--- config.mk ---
export PLATFORM = sky130hd
export DESIGN_NAME = sym_unpacker_4x_block_flat
export DESIGN_NICKNAME = d
export VERILOG_FILES = /design/src/rtl/sym_unpacker_4x_block_pkg.sv /design/src/rtl/sym_unpacker_4x_block_if.sv /design/src/rtl/sym_unpacker_4x_block.sv /design/src/flat_wrapper.sv
export SDC_FILE = /design/constraint.sdc
export NUM_CORES = 1
export LEC_CHECK = 0
export CORE_MARGIN = 10
export CORE_UTILIZATION = 30
export DETAILED_ROUTE_END_ITERATION = 10
export HOLD_SLACK_MARGIN = 0.03
export PLACE_DENSITY = 0.66
export SLEW_MARGIN = 20
export SYNTH_ARGS = -nofsm -noshare
export SYNTH_HDL_FRONTEND = slang
export SYNTH_SLANG_ARGS = --single-unit
--- constraint.sdc ---
create_clock -name clk -period 2.26 [get_ports clk]
set_clock_uncertainty 0.15 [all_clocks]
set_input_delay 0.565 -clock clk [delete_from_list [all_inputs] [get_ports clk]]
set_output_delay 0.565 -clock clk [all_outputs]
set_load 0.05 [all_outputs]
--- src/rtl/sym_unpacker_4x_block_pkg.sv ---
// rtl/sym_unpacker_4x_block_pkg.sv - shared symbol constants and types for the byte-to-symbol unpacker
//
// Purpose: symbol geometry used by the unpacker and its stream interface.
//   SYM_W         : bits per symbol (2)
//   SYMS_PER_BYTE : symbols carried by one packed byte (4)
//   sym_t         : one received symbol
package sym_unpacker_4x_block_pkg;

  localparam int SYM_W         = 2;
  localparam int SYMS_PER_BYTE = 4;
  localparam int BYTE_W        = SYM_W * SYMS_PER_BYTE;

  typedef logic [SYM_W-1:0]  sym_t;
  typedef logic [BYTE_W-1:0] byte_t;

endpackage

--- src/rtl/sym_unpacker_4x_block_if.sv ---
// rtl/sym_unpacker_4x_block_if.sv - byte input and symbol output handshake bundle
//
// Purpose: groups the upstream byte stream and downstream symbol stream.
// Signals:
//   in_valid, in_byte, in_ready          : packed byte handshake
//   rx_sym_valid, rx_sym, rx_sym_ready   : symbol handshake
// Modports:
//   master : environment side (drives bytes, consumes symbols)
//   slave  : unpacker side (accepts bytes, produces symbols)
interface sym_unpacker_4x_block_if;
  import sym_unpacker_4x_block_pkg::*;

  logic  in_valid;
  byte_t in_byte;
  logic  in_ready;
  logic  rx_sym_valid;
  sym_t  rx_sym;
  logic  rx_sym_ready;

  modport master (
    output in_valid,
    output in_byte,
    input  in_ready,
    input  rx_sym_valid,
    input  rx_sym,
    output rx_sym_ready
  );

  modport slave (
    input  in_valid,
    input  in_byte,
    output in_ready,
    output rx_sym_valid,
    output rx_sym,
    input  rx_sym_ready
  );

endinterface

--- src/rtl/sym_unpacker_4x_block.sv ---
// rtl/sym_unpacker_4x_block.sv - unpacks one byte into four 2-bit symbols, LSB pair first
//
// Purpose: front of the receive path; takes one packed byte per handshake and
// emits its four symbols in order B[1:0], B[3:2], B[5:4], B[7:6].
// Ports:
//   clk : rising-edge clock
//   rst : synchronous active-high reset
//   bus : slave side of the byte/symbol handshake bundle
module sym_unpacker_4x_block
  import sym_unpacker_4x_block_pkg::*;
(
  input  logic                         clk,
  input  logic                         rst,
  sym_unpacker_4x_block_if.slave       bus
);

  localparam logic [2:0] FULL_CNT = 3'(SYMS_PER_BYTE);

  byte_t      sr;
  logic [2:0] cnt;
  logic       byte_hs;
  logic       sym_hs;

  // A new byte is only taken once every symbol of the previous one has left,
  // so byte and symbol handshakes are mutually exclusive.
  assign bus.in_ready     = !rst && (cnt == 3'd0);
  assign bus.rx_sym_valid = (cnt != 3'd0);
  assign bus.rx_sym       = sr[SYM_W-1:0];

  assign byte_hs = bus.in_valid && bus.in_ready;
  assign sym_hs  = bus.rx_sym_valid && bus.rx_sym_ready;

  always_ff @(posedge clk) begin
    if (rst) begin
      sr  <= '0;
      cnt <= 3'd0;
    end else if (byte_hs) begin
      sr  <= bus.in_byte;
      cnt <= FULL_CNT;
    end else if (sym_hs) begin
      sr  <= sr >> SYM_W;
      cnt <= cnt - 3'd1;
    end
  end

`ifndef SYNTHESIS
  a_sym_stable : assert property (@(posedge clk) disable iff (rst)
    (bus.rx_sym_valid && !bus.rx_sym_ready) |=> ($stable(bus.rx_sym) && bus.rx_sym_valid));

  a_cnt_range : assert property (@(posedge clk) cnt <= FULL_CNT);

  a_ready_excl : assert property (@(posedge clk) !(bus.in_ready && bus.rx_sym_valid));
`endif

endmodule

--- src/flat_wrapper.sv ---
// flat-port wrapper written by rule: the top's interface ports become plain ports
module sym_unpacker_4x_block_flat import sym_unpacker_4x_block_pkg::*;
  (clk, rst, bus_in_valid, bus_in_byte, bus_in_ready, bus_rx_sym_valid, bus_rx_sym, bus_rx_sym_ready);
  sym_unpacker_4x_block_if bus_i ();
  input  logic clk;
  input  logic rst;
  input wire logic [$bits(bus_i.in_valid)-1:0] bus_in_valid;
  input wire logic [$bits(bus_i.in_byte)-1:0] bus_in_byte;
  output wire logic [$bits(bus_i.in_ready)-1:0] bus_in_ready;
  output wire logic [$bits(bus_i.rx_sym_valid)-1:0] bus_rx_sym_valid;
  output wire logic [$bits(bus_i.rx_sym)-1:0] bus_rx_sym;
  input wire logic [$bits(bus_i.rx_sym_ready)-1:0] bus_rx_sym_ready;
  assign bus_i.in_valid = bus_in_valid;
  assign bus_i.in_byte = bus_in_byte;
  assign bus_in_ready = bus_i.in_ready;
  assign bus_rx_sym_valid = bus_i.rx_sym_valid;
  assign bus_rx_sym = bus_i.rx_sym;
  assign bus_i.rx_sym_ready = bus_rx_sym_ready;
  sym_unpacker_4x_block u_core (.clk(clk), .rst(rst), .bus(bus_i));
endmodule
### Word-level counts from Yosys, hierarchy flattened

Cells that the tools add are included.

| operators by class | value |
|---|---|
| add/sub/neg operators | 1 |
| multiplexer cells | 4 |
| reductions and logical operators | 8 |

Operators with widths:

| kind | number |
|---|---|
| two-way mux 8 bit | 2 |
| two-way mux 3 bit | 2 |
| logical AND 1 bit | 3 |
| zero test 3 bit | 1 |
| nonzero test 3 bit | 1 |
| subtractor 3 x 1 -> 3 bit, second input constant | 1 |
| nonzero test 2 bit | 1 |
| OR reduction 2 bit | 1 |
| zero test 1 bit | 1 |

| word-level totals | value |
|---|---|
| register bits after elaboration | 11 |
| input port bits | 12 |
| output and inout port bits | 4 |
| logic and storage cells | 16 |

### Logic depth before layout (Yosys ltp)

| depth | value |
|---|---|
| depth after elaboration | 4 |
| depth in mapped cells | 7 |
| depth with buffers taken out | 6 |

### Least setup slack after synthesis

OpenSTA, ideal clock, no wires.

| timing path | value |
|---|---|
| path type | register to output |
| start point | register u_core.cnt[0] |
| end point | output port bus_in_ready |
| data arrival time | 1,625 ps |
| required time | 1,545 ps |
| path slack | -80 ps |
| cell stages (with the launch flop) | 6 |
| buffers on the path | 0 |
| cell sequence | dfxtp_1 -> inv_1 -> ha_1 -> ha_1 -> inv_1 -> nor2_1 |

| on the way | value |
|---|---|
| longest elaborated chain between the ends | 2 |

Ends and longest elaborated chain:

| element | RTL line | RTL |
|---|---|---|
| start, declared | sym_unpacker_4x_block.sv:20 | `logic [2:0] cnt;` |
| start signal, assigned | sym_unpacker_4x_block.sv:42 | `cnt <= cnt - 3'd1;` |
| zero test 3 bit | sym_unpacker_4x_block.sv:26 | `assign bus.in_ready = !rst && (cnt == 3'd0);` |
| logical AND 1 bit | sym_unpacker_4x_block.sv:26 |  |
| end, declared | flat_wrapper.sv:9 | `output wire logic [$bits(bus_i.in_ready)-1:0] bus_in_ready;` |

No other way between the ends.

### Final worst setup path

Ends and elaborated chain as after synthesis.

==> results.toml <==
[synthesis]
postSynthCellCount = 64
synth_compound_area_frac = 0.1906
ys_ff_latch = 11
synthMuxAreaShare = 0.02824
synth_edf_count = 0
ys_top_cells_by_count = "dfxtp_1, nand2_1, nor2_1"
async_reset_ff_frac = 0
postSynthAreaPerCell_um2 = 8.309
yosysUniqueCellTypes = 21
synth_top_cell_by_area = "dfxtp_1"
synth_top_family_by_area = "simple AND/OR/NAND/NOR gates"
yosys_warnings = 0
ys_top_cells_by_area = "dfxtp_1, a211oi_1, a21oi_1, nand2_1, buf_4"
ys.flop_type = "dfxtp_1"
synth-simple-area-share = 0.2024
synth_top_area_frac = 0.4141
yosysMostFrequentCell = "dfxtp_1"
synth_xor_area_frac = 0.01647
synth_adder_area_share = 0.04706
ys_seq_area_frac = 0.4141
syn_nets = 78
mappedNetlistArea_um2 = 531.8

[floorplan]
core_um2 = 1708
die_x_um = 62.10
start_util = 0.3114
die_area_um2 = 3856
die_h_um = 62.10
rows = 15
ios = 16

[global_routing]
antenna_found_initial = 0
grtUsageTotal = 0.06293
grt_pass1_wl_um = 1911
grt_start_max_net_pins = 12
grt_pass1_vias = 424
grt_overflow = 0

[clocking]
htreeDepth = 1
clk_latency_ns = 0.27
cts.sinks = 11
cts_tree = "built"
path_clk_slew_ns = 0.06
clock_path_buffers = 2
hold_buffers = 0
cts_setup_buffers = 0
root_buffer = "clkbuf_4"
cts_buffers = 3
post_cts_resized = 0

[worst_setup_path]
path_max_fanout = 5
worstSetupEndpointType = "output port"
worst_path_largest_cell_delay_ns = 0.34
path_class = "register to output port"
worstPathArrival_ns = 1.45
cp_slowest_cell = "dfxtp_1"
path_cells = "inv_1, ha_1, ha_1, inv_1, nor2_2, buf_12"
start_kind = "register"
cp_data_required_time_ns = 1.54

[placed_design]
place_area_um2 = 711.9
place_congestion = 0.6624
place_ws_ns = 0.1875
dpl.hpwl_um = 850.6
io_buffers = 15

[layout]
area_growth_pct = 38.82
multi_input_area_um2 = 260.3
final_area_um2 = 738.2
seq_area_um2 = 220.2
n_antenna_cell = 0
nFillCells = 170
drive_gt1_frac = 0.1266
fin_nets = 94

[route]
vias_per_cell = 4.635
first_pass_iters = 4
routed-via-count = 482
drc = 0
routed_wl_um = 1171
drt_iter0_drc = 16
ant_nets = 0
post_drt_wl_per_cell_um = 11.26

[timing]
finalHoldViolCount = 0
max_clock_freq_mhz = 462.2
slew_violations = 0
rsz0062_at_grt = "no"
setup_slack_ns = 0.09645
setup_viol = 0
fin_tns_setup_ns = 0
worst_pin_slew_ns = 0.4955
period_needed_ns = 2.164
relSlewSlack = 0.6686
fin_crit_sh = 0.9573

[power_and_ir_drop]
power_density_nw_per_um2 = 1235
p_leak_uw = 0.0002722
peakVddDrop_mv = 0.4658

[run_status]
outcome = "completed"

[worst_hold_path]
hp-class = "register to register"

[run]
cap_violations = 0
==> final cells by class <==
class	instances	share of cell area
clock buffer	4	0.03559
inverter	4	0.02034
multi-input combinational	43	0.3525
sequential	11	0.2983
tap	25	0.04237
timing repair buffer	17	0.2508
==> layout by cell type (no fill, tap or decap), types with 2 or more instances in the layout <==
master | netlist | routed
clkdlybuf4s50_1 | 0 | 13
dfxtp_1 | 11 | 11
nand2_1 | 9 | 9
nor2_1 | 8 | 7
a21oi_1 | 7 | 7
a211oi_1 | 5 | 5
inv_1 | 4 | 4
clkbuf_4 | 0 | 3
nand3_1 | 2 | 2
ha_1 | 2 | 2
buf_12 | 0 | 2
buf_4 | 4 | 2
==> power breakdown <==
| part | leakage [uW] | switching (uW) | internal (uW) |
|---|---|---|---|
| registers | 0.0000902 | 22.6 | 245 |
| clock network | 0.0000150 | 64.5 | 68.5 |
| logic | 0.000167 | 283 | 228 |
| total | 0.000272 | 371 | 541 |
==> state kept, by name (all words and copies together) (netlist names) <==
signal and count:
u_core.cnt 3, u_core.sr 8
==> final timing paths <==
kind	slack, ns	startpoint	depth (start not counted)	to
worst min register to register	0.31	u_core.sr[6]	2	u_core.sr[4]
worst max register to register	0.49	u_core.cnt[0]	7	u_core.cnt[1]
worst max-delay path	0.1	u_core.cnt[0]	6	bus_in_ready
worst min-delay path	0.31	u_core.sr[6]	2	u_core.sr[4]
==> critical path, delay by kind of cell, from the launching register on <==
family                   cells  cell delay [ns]
adder cells (fa/ha/maj)      2             0.42
buffers and inverters        3             0.33
flip-flops                   1             0.34
AND/OR/NAND/NOR              1             0.07
==> cell families after synthesis <==
group,Yosys count
buf+inv,10
xor+xnor,1
flops,11
simple gates,24
compound gates,15
fa+ha+maj,2
mux,1
==> per-layer routing <==
metal	track usage	share of wire	vias to the layer above	wire length, um
met5	0	0	-	0
met2	0.08333	0.42	19	497
met4	0.05143	0.032	0	37
li1	-	-	244	-
met1	0.07280	0.46	215	535
met3	0.03226	0.085	4	100
==> metrics by stage <==
step	hold WS (ns)	utilization	instances	total power, uW
after global routing	0.3176	0.4322	104	969.9
final	0.3078	0.4322	104	912.0
after CTS	0.3067	0.4322	104	919.4
after detailed placement	0.2974	0.4169	100	785.8
after floorplan	0.2871	-	64	627.2
after global placement	0.2892	0.4169	100	774.0
Power figures use the tool's default switching activity.
